$ cat src/rtl/uart_rx_os16.sv
// uart_rx_os16 -- 8N1 UART receiver with 16x oversampling.
//
// Each bit is sampled at oversample counts 7, 8 and 9 and decided by majority
// vote at count 9. A start edge that is no longer low at count 7 is dropped as a
// false start. The received byte is held for the consumer until it is unloaded.
// Framing, overrun and parity status are sticky until the next unload.
//
// Optional feature: define UART_RX_PARITY_EN to receive an even-parity bit
// between the data and stop bits (11-bit frame). Without it the frame is 8N1
// and rx_parity_err never leaves 0.
//
// Parameters:
//   BAUD_DIV       rxclk cycles per oversample tick (1..65535); 16 ticks per bit
// Ports:
//   rxclk          receive clock, rising edge
//   reset          asynchronous active-high reset
//   rx_enable      receiver enable; low forces the FSM to IDLE
//   rx_in          serial line, idle high, asynchronous to rxclk
//   uld_rx_data    one-cycle strobe: consumer unloads the held byte
//   rx_data        last accepted byte
//   rx_empty       high when no unread byte is held
//   rx_frame_err   sticky: stop bit sampled low
//   rx_overrun     sticky: byte completed while the previous one was unread
//   rx_parity_err  sticky: parity mismatch (0 without UART_RX_PARITY_EN)
//   rx_busy        high whenever the FSM is not in IDLE
module uart_rx_os16 #(
    parameter int BAUD_DIV = 1
) (
    input  logic       rxclk,
    input  logic       reset,
    input  logic       rx_enable,
    input  logic       rx_in,
    input  logic       uld_rx_data,
    output logic [7:0] rx_data,
    output logic       rx_empty,
    output logic       rx_frame_err,
    output logic       rx_overrun,
    output logic       rx_parity_err,
    output logic       rx_busy
);

    localparam int DIV_W = (BAUD_DIV > 1) ? $clog2(BAUD_DIV) : 1;

    typedef enum logic [2:0] {
        IDLE   = 3'd0,
        START  = 3'd1,
        DATA   = 3'd2,
        PARITY = 3'd3,
        STOP   = 3'd4
    } state_t;

    state_t           state, state_nxt;
    logic             start_go;
    logic             sync_1, rxs;
    logic [DIV_W-1:0] div;
    logic             tick;
    logic [3:0]       cnt;
    logic [2:0]       bit_idx;
    logic             v7, v8, maj;
    logic             at7, at8, at9, at15;
    logic [7:0]       shreg;
    logic             stop_done, load_pend, stop_bad;
    logic             par_bad;
    logic             busy_q;

    function automatic logic majority3(input logic a, input logic b, input logic c);
        return (a & b) | (a & c) | (b & c);
    endfunction

    // Two-flop synchronizer; idles high so reset never looks like a start edge.
    always_ff @(posedge rxclk or posedge reset) begin
        if (reset) begin
            sync_1 <= 1'b1;
            rxs    <= 1'b1;
        end else begin
            sync_1 <= rx_in;
            rxs    <= sync_1;
        end
    end

    assign tick = (div == DIV_W'(BAUD_DIV - 1));
    assign at7  = tick && (cnt == 4'd7);
    assign at8  = tick && (cnt == 4'd8);
    assign at9  = tick && (cnt == 4'd9);
    assign at15 = tick && (cnt == 4'd15);
    assign maj  = majority3(v7, v8, rxs);

    // Divider restarts on the start edge so tick phase is aligned to the frame.
    always_ff @(posedge rxclk or posedge reset) begin
        if (reset) begin
            div <= '0;
        end else if (start_go || tick) begin
            div <= '0;
        end else begin
            div <= div + DIV_W'(1);
        end
    end

    always_ff @(posedge rxclk or posedge reset) begin
        if (reset) begin
            state  <= IDLE;
            busy_q <= 1'b0;
        end else begin
            state  <= state_nxt;
            busy_q <= (state_nxt != IDLE);
        end
    end

    always_comb begin
        state_nxt = state;
        start_go  = 1'b0;
        if (!rx_enable) begin
            state_nxt = IDLE;
        end else begin
            case (state)
                IDLE: begin
                    if (!rxs) begin
                        state_nxt = START;
                        start_go  = 1'b1;
                    end
                end
                START: begin
                    if (at7 && rxs) begin
                        state_nxt = IDLE;
                    end else if (at15) begin
                        state_nxt = DATA;
                    end
                end
                DATA: begin
                    if (at15 && (bit_idx == 3'd7)) begin
`ifdef UART_RX_PARITY_EN
                        state_nxt = PARITY;
`else
                        state_nxt = STOP;
`endif
                    end
                end
`ifdef UART_RX_PARITY_EN
                PARITY: begin
                    if (at15) begin
                        state_nxt = STOP;
                    end
                end
`endif
                STOP: begin
                    // Leave at the decision point; the last 6 ticks are skipped
                    // so the next start edge is seen as early as possible.
                    if (at9) begin
                        state_nxt = IDLE;
                    end
                end
                default: state_nxt = IDLE;
            endcase
        end
    end

    assign rx_busy = busy_q;

    // Oversample counter is held at 0 in IDLE, including the IDLE->START edge.
    always_ff @(posedge rxclk or posedge reset) begin
        if (reset) begin
            cnt <= 4'd0;
        end else if ((state == IDLE) || (state_nxt == IDLE)) begin
            cnt <= 4'd0;
        end else if (tick) begin
            cnt <= cnt + 4'd1;
        end
    end

    always_ff @(posedge rxclk or posedge reset) begin
        if (reset) begin
            bit_idx <= 3'd0;
        end else if (state != DATA) begin
            bit_idx <= 3'd0;
        end else if (at15) begin
            bit_idx <= bit_idx + 3'd1;
        end
    end

    always_ff @(posedge rxclk or posedge reset) begin
        if (reset) begin
            v7    <= 1'b1;
            v8    <= 1'b1;
            shreg <= 8'h00;
        end else begin
            if (at7) begin
                v7 <= rxs;
            end
            if (at8) begin
                v8 <= rxs;
            end
            // LSB arrives first, so bits enter at the MSB and walk down.
            if ((state == DATA) && at9) begin
                shreg <= {maj, shreg[7:1]};
            end
        end
    end

`ifdef UART_RX_PARITY_EN
    // Even parity: data bits plus parity bit must contain an even number of ones.
    always_ff @(posedge rxclk or posedge reset) begin
        if (reset) begin
            par_bad <= 1'b0;
        end else if ((state == PARITY) && at9) begin
            par_bad <= maj ^ (^shreg);
        end
    end
`else
    assign par_bad = 1'b0;
`endif

    // The stop decision is registered; the load lands on the following edge.
    assign stop_done = (state == STOP) && at9 && rx_enable;

    always_ff @(posedge rxclk or posedge reset) begin
        if (reset) begin
            load_pend <= 1'b0;
            stop_bad  <= 1'b0;
        end else begin
            load_pend <= stop_done;
            if (stop_done) begin
                stop_bad <= ~maj;
            end
        end
    end

    // A load coincident with an unload wins: the unload frees the slot and the
    // flags restart from this frame's status alone.
    always_ff @(posedge rxclk or posedge reset) begin
        if (reset) begin
            rx_data       <= 8'h00;
            rx_empty      <= 1'b1;
            rx_frame_err  <= 1'b0;
            rx_overrun    <= 1'b0;
            rx_parity_err <= 1'b0;
        end else if (load_pend) begin
            if (rx_empty || uld_rx_data) begin
                rx_data  <= shreg;
                rx_empty <= 1'b0;
                if (uld_rx_data) begin
                    rx_frame_err  <= stop_bad;
                    rx_overrun    <= 1'b0;
                    rx_parity_err <= par_bad;
                end else begin
                    rx_frame_err  <= rx_frame_err | stop_bad;
                    rx_parity_err <= rx_parity_err | par_bad;
                end
            end else begin
                rx_overrun    <= 1'b1;
                rx_frame_err  <= rx_frame_err | stop_bad;
                rx_parity_err <= rx_parity_err | par_bad;
            end
        end else if (uld_rx_data) begin
            rx_empty      <= 1'b1;
            rx_frame_err  <= 1'b0;
            rx_overrun    <= 1'b0;
            rx_parity_err <= 1'b0;
        end
    end

endmodule

$ cat config.mk
export PLATFORM = sky130hd
export DESIGN_NAME = uart_rx_os16
export DESIGN_NICKNAME = d
export VERILOG_FILES = /design/src/rtl/uart_rx_os16.sv
export SDC_FILE = /design/constraint.sdc
export NUM_CORES = 1
export LEC_CHECK = 0
export BUFFER_PORTS_ARGS = -buffer_cell sky130_fd_sc_hd__buf_2
export CAP_MARGIN = 25
export CORE_ASPECT_RATIO = 1.5
export CORE_MARGIN = 4
export CORE_UTILIZATION = 30
export CTS_BUF_LIST = sky130_fd_sc_hd__clkbuf_8 sky130_fd_sc_hd__clkbuf_16
export DETAILED_ROUTE_END_ITERATION = 16
export PLACE_DENSITY = 0.49
export SETUP_SLACK_MARGIN = 0.15
export SLEW_MARGIN = 20
export SYNTH_ARGS = -nofsm -noshare
export SYNTH_HDL_FRONTEND = slang
export SYNTH_SLANG_ARGS = --single-unit
$ cat constraint.sdc
create_clock -name rxclk -period 1.7 [get_ports rxclk]
set_input_delay 0.34 -clock rxclk [delete_from_list [all_inputs] [get_ports rxclk]]
set_output_delay 0.34 -clock rxclk [all_outputs]
set_load 0.05 [all_outputs]
==> metrics.csv <==
stage;metric;value;unit
floorplanning;IO Count;18;
cts;CTS tree;done;
floorplanning;Die X;69.2;um
global_route;grt ovf;0;
critical_path;R2R depth;5;
critical_path;FF-to-FF End;shreg[5]$_DFFE_PP0P_;
global_route;initial antenna violation count;0;
yosys;Seq/Total Area, Yosys;0.552;
yosys;Syn Area/Cell;13.4;um^2
cts;CTS max path bufs;2;
yosys;Synth top area share;0.474;
floorplanning;core area;5450;um^2
drt;vias per inst;4.60;
floorplanning;die height;99.9;um
drt;DR WL/cell;13.3;um
sta;Fin. Hold Viols;0;
power;peak ir drop on the vdd network;0.312;mV
drt;DRT Wirelength;2950;um
worst_hold_path;Hold Crit Class;input port to async pin;
yosys;mux share of post-synthesis cell area;0.162;
layout;Layout area overhead;16.7;%
drt;Final ANT Viol Nets;0;
sta;Final Max Slew Viols;0;
sta;post-layout minimum cycle time;1.57;ns
power;power density cells;800;nW/um^2
placement;Final HPWL DP;2130;um
yosys;Gate Count Post-Synth;126;
yosys;ys async rst share;1.00;
critical_path;crit-path max cell delay;0.42;ns
yosys;Post-synth EDFFs;0;
cts;Clock transition at path regs;0.07;ns
drt;Detail Route met3 WL;129;um
critical_path;CP endpoint;shreg[5]$_DFFE_PP0P_;
yosys;largest family of logic cells by synthesized area;multiplexers;
cts;# clock sinks;37;
sta;clock skew;0.00698;ns
yosys;FF+latch count, synth;37;
critical_path;CP max-delay cell;dfrtp_1;
sta;Final TNS setup;0;ns
job;# Max-Cap Violations;0;
placement;GPL Wtd Cong;0.768;
cts;H-Tree Depth;2;
drt;top sig layer;met4;
drt;Vias;1022;
drt;Starting DRT DRC Count;48;
critical_path;CP max FO;8;
yosys;Mapped Area;1690;um^2
critical_path;worst path bufs/invs;1;
layout;Util after Layout;0.361;
critical_path;CP Launch Point;cnt[1]$_DFFE_PP0P_;
power;Pleak;0.991;nW
layout;commonest cells after routing, fill and taps aside;dfrtp_1 (31), buf_2 (16), mux2_2 (10), nor2_1 (10);
critical_path;worst-path cell chain;inv_2 -> ha_4 -> and4bb_4 -> nand3_4 -> mux2_4;
cts;Root Driver;clkbuf_8;
critical_path;crit start category;register;
critical_path;r2r startpoint;cnt[1]$_DFFE_PP0P_;
placement;port buffer count;16;
yosys;top post-synthesis cells by area;dfrtp_1 (47%), dfstp_2 (7.8%), mux2_4 (7.1%), mux2_2 (6.7%), ha_1 (3.7%);
critical_path;CP arrival;1.73;ns
yosys;xor/xnor share of the synthesized area;0.0208;
layout;Ant. Diodes;0;
critical_path;critical path's top delay family;simple AND/OR/NAND/NOR gates;
global_route;vias in the first global route;1113;
yosys;Main synth FF type;dfrtp_1;
sta;FMAX;637;MHz
yosys;Compound-Gate Fraction of Synth Area;0.0467;
drt;drt drc;0;
outcome;status;finished clean;
floorplanning;Row Count;33;
floorplanning;Initial Util;0.310;
yosys;simple-gate portion of the synthesized area;0.139;
drt;met2 WL post-DR;1570;um
yosys;adder-cell share of the synthesized area;0.0430;
layout;commonest non-fill, non-tap cell in the layout;dfrtp_1;
global_route;first-pass GRT wire length;5140;um
global_route;overall routing resource usage;0.0949;
cts;cts hold-fix bufs;0;
sta;fin crit share;0.923;
cts;clk_lat worst skew;0.28;ns
yosys;Synth warnings;0;
critical_path;element type at the critical path end;register;
yosys;Yosys cell types;36;
drt;Metal-1 WL;1170;um
drt;Pre-Repair DR Iteration Count;4;
power;Tot Pwr;0.00158;W
sta;final setup vio count;0;
cts;CTS buffer count;5;
yosys;post-synth top area cell;dfrtp_1;
layout;ratio of cells with drive above 1 in the final layout;0.395;
sta;RSZ-0062 raised after global routing;true;
layout;Final #Nets;161;
critical_path;CP Class;register to register;
floorplanning;die area;6920;um^2
critical_path;CP Depth;5;
critical_path;Critical Path RT;1.87;ns
critical_path;reg2reg setup slack;0.13;ns
global_route;largest net degree at the start of global routing;38;
-- through the flow --
stage	instance area [um^2]	setup slack, ns	cells	hold WS [ns]
6_report	1970	0.131	222	0.149
5_1_grt	1970	0.0580	222	0.147
4_1_cts	1970	0.122	222	0.144
3_5_place_dp	1860	0.0985	213	0.348
3_3_place_gp	1860	0.144	213	0.347
2_1_floorplan	1690	0.242	127	0.344
-- power breakdown --
part,internal (W),switching (W)
clock,0.000318,0.000285
sequential,0.000892,0.00000964
combinational,0.0000210,0.0000507
total,0.00123,0.000345
-- metal layers --
metal / vias to the layer above / track usage
met2: 22 / 0.169
met1: 511 / 0.0992
li1: 483 / -
met5: - / 0
met3: 6 / 0.0271
met4: 0 / 0.0541
-- how the worst min path moves through the flow --
stage / start / endpoint / depth (start not counted)
after floorplan: rx_in / sync_1$_DFF_PP1_ / 0
after global placement: sync_1$_DFF_PP1_ / rxs$_DFF_PP1_ / 0
after detailed placement: sync_1$_DFF_PP1_ / rxs$_DFF_PP1_ / 0
after CTS: rx_in / sync_1$_DFF_PP1_ / 1
after global routing: rx_in / sync_1$_DFF_PP1_ / 1
final: reset / div$_DFF_PP0_ / 3
-- cells in the mapped netlist (3+ instances only) --
cell type	n
mux2_2	10
nand2_1	4
mux2i_1	4
mux2_4	8
ha_1	5
dfstp_2	5
a21oi_1	4
inv_1	7
nor3_1	6
xor2_1	3
dfrtp_1	32
nor2_1	10
-- area by class of cell --
cell class / count / area, um^2
multi-input combinational: 79 / 714
clock inverter: 2 / 7.51
clock buffer: 6 / 82.6
fill: 561 / 3480
tap: 70 / 87.6
inverter: 7 / 26.3
sequential: 37 / 933
timing repair buffer: 21 / 118
-- registers in the layout, indices dropped and copies added, names as in the netlist --
signal        count
rx_empty          1
rx_overrun        1
bit_idx           3
sync_1            1
shreg             8
cnt               4
div               1
v7                1
stop_bad          1
load_pend         1
state             3
rx_data           8
v8                1
rx_busy           1
rx_frame_err      1
rxs               1
-- kinds of logic (layout without fill, tap and decap cells) --
group                      after synthesis  count (layout)
and+or+nand+nor                         35              35
xor gates and xnor gates                 4               4
AOI/OAI and AO/OA                       10              10
muxes                                   22              22
adders and majority gates                6               6
other                                    1               2
DFF                                     37              37
buffers and inverters                   11              36
-- timing repair --
item | 4_1_cts | 5_1_grt
pin swaps | 1 | 1
endpoints found under the setup margin | 13 | 15
cloned | 0 | 0
setup buffers | 1 | 0
resized for setup | 4 | 0
-- worst reg2reg max path: stages (launching register included) --
cell	delay, ns
dfrtp_1	0.42
inv_2	0.10
ha_4	0.12
and4bb_4	0.28
nand3_4	0.18
mux2_4	0.36
Power figures use the tool's default switching activity.
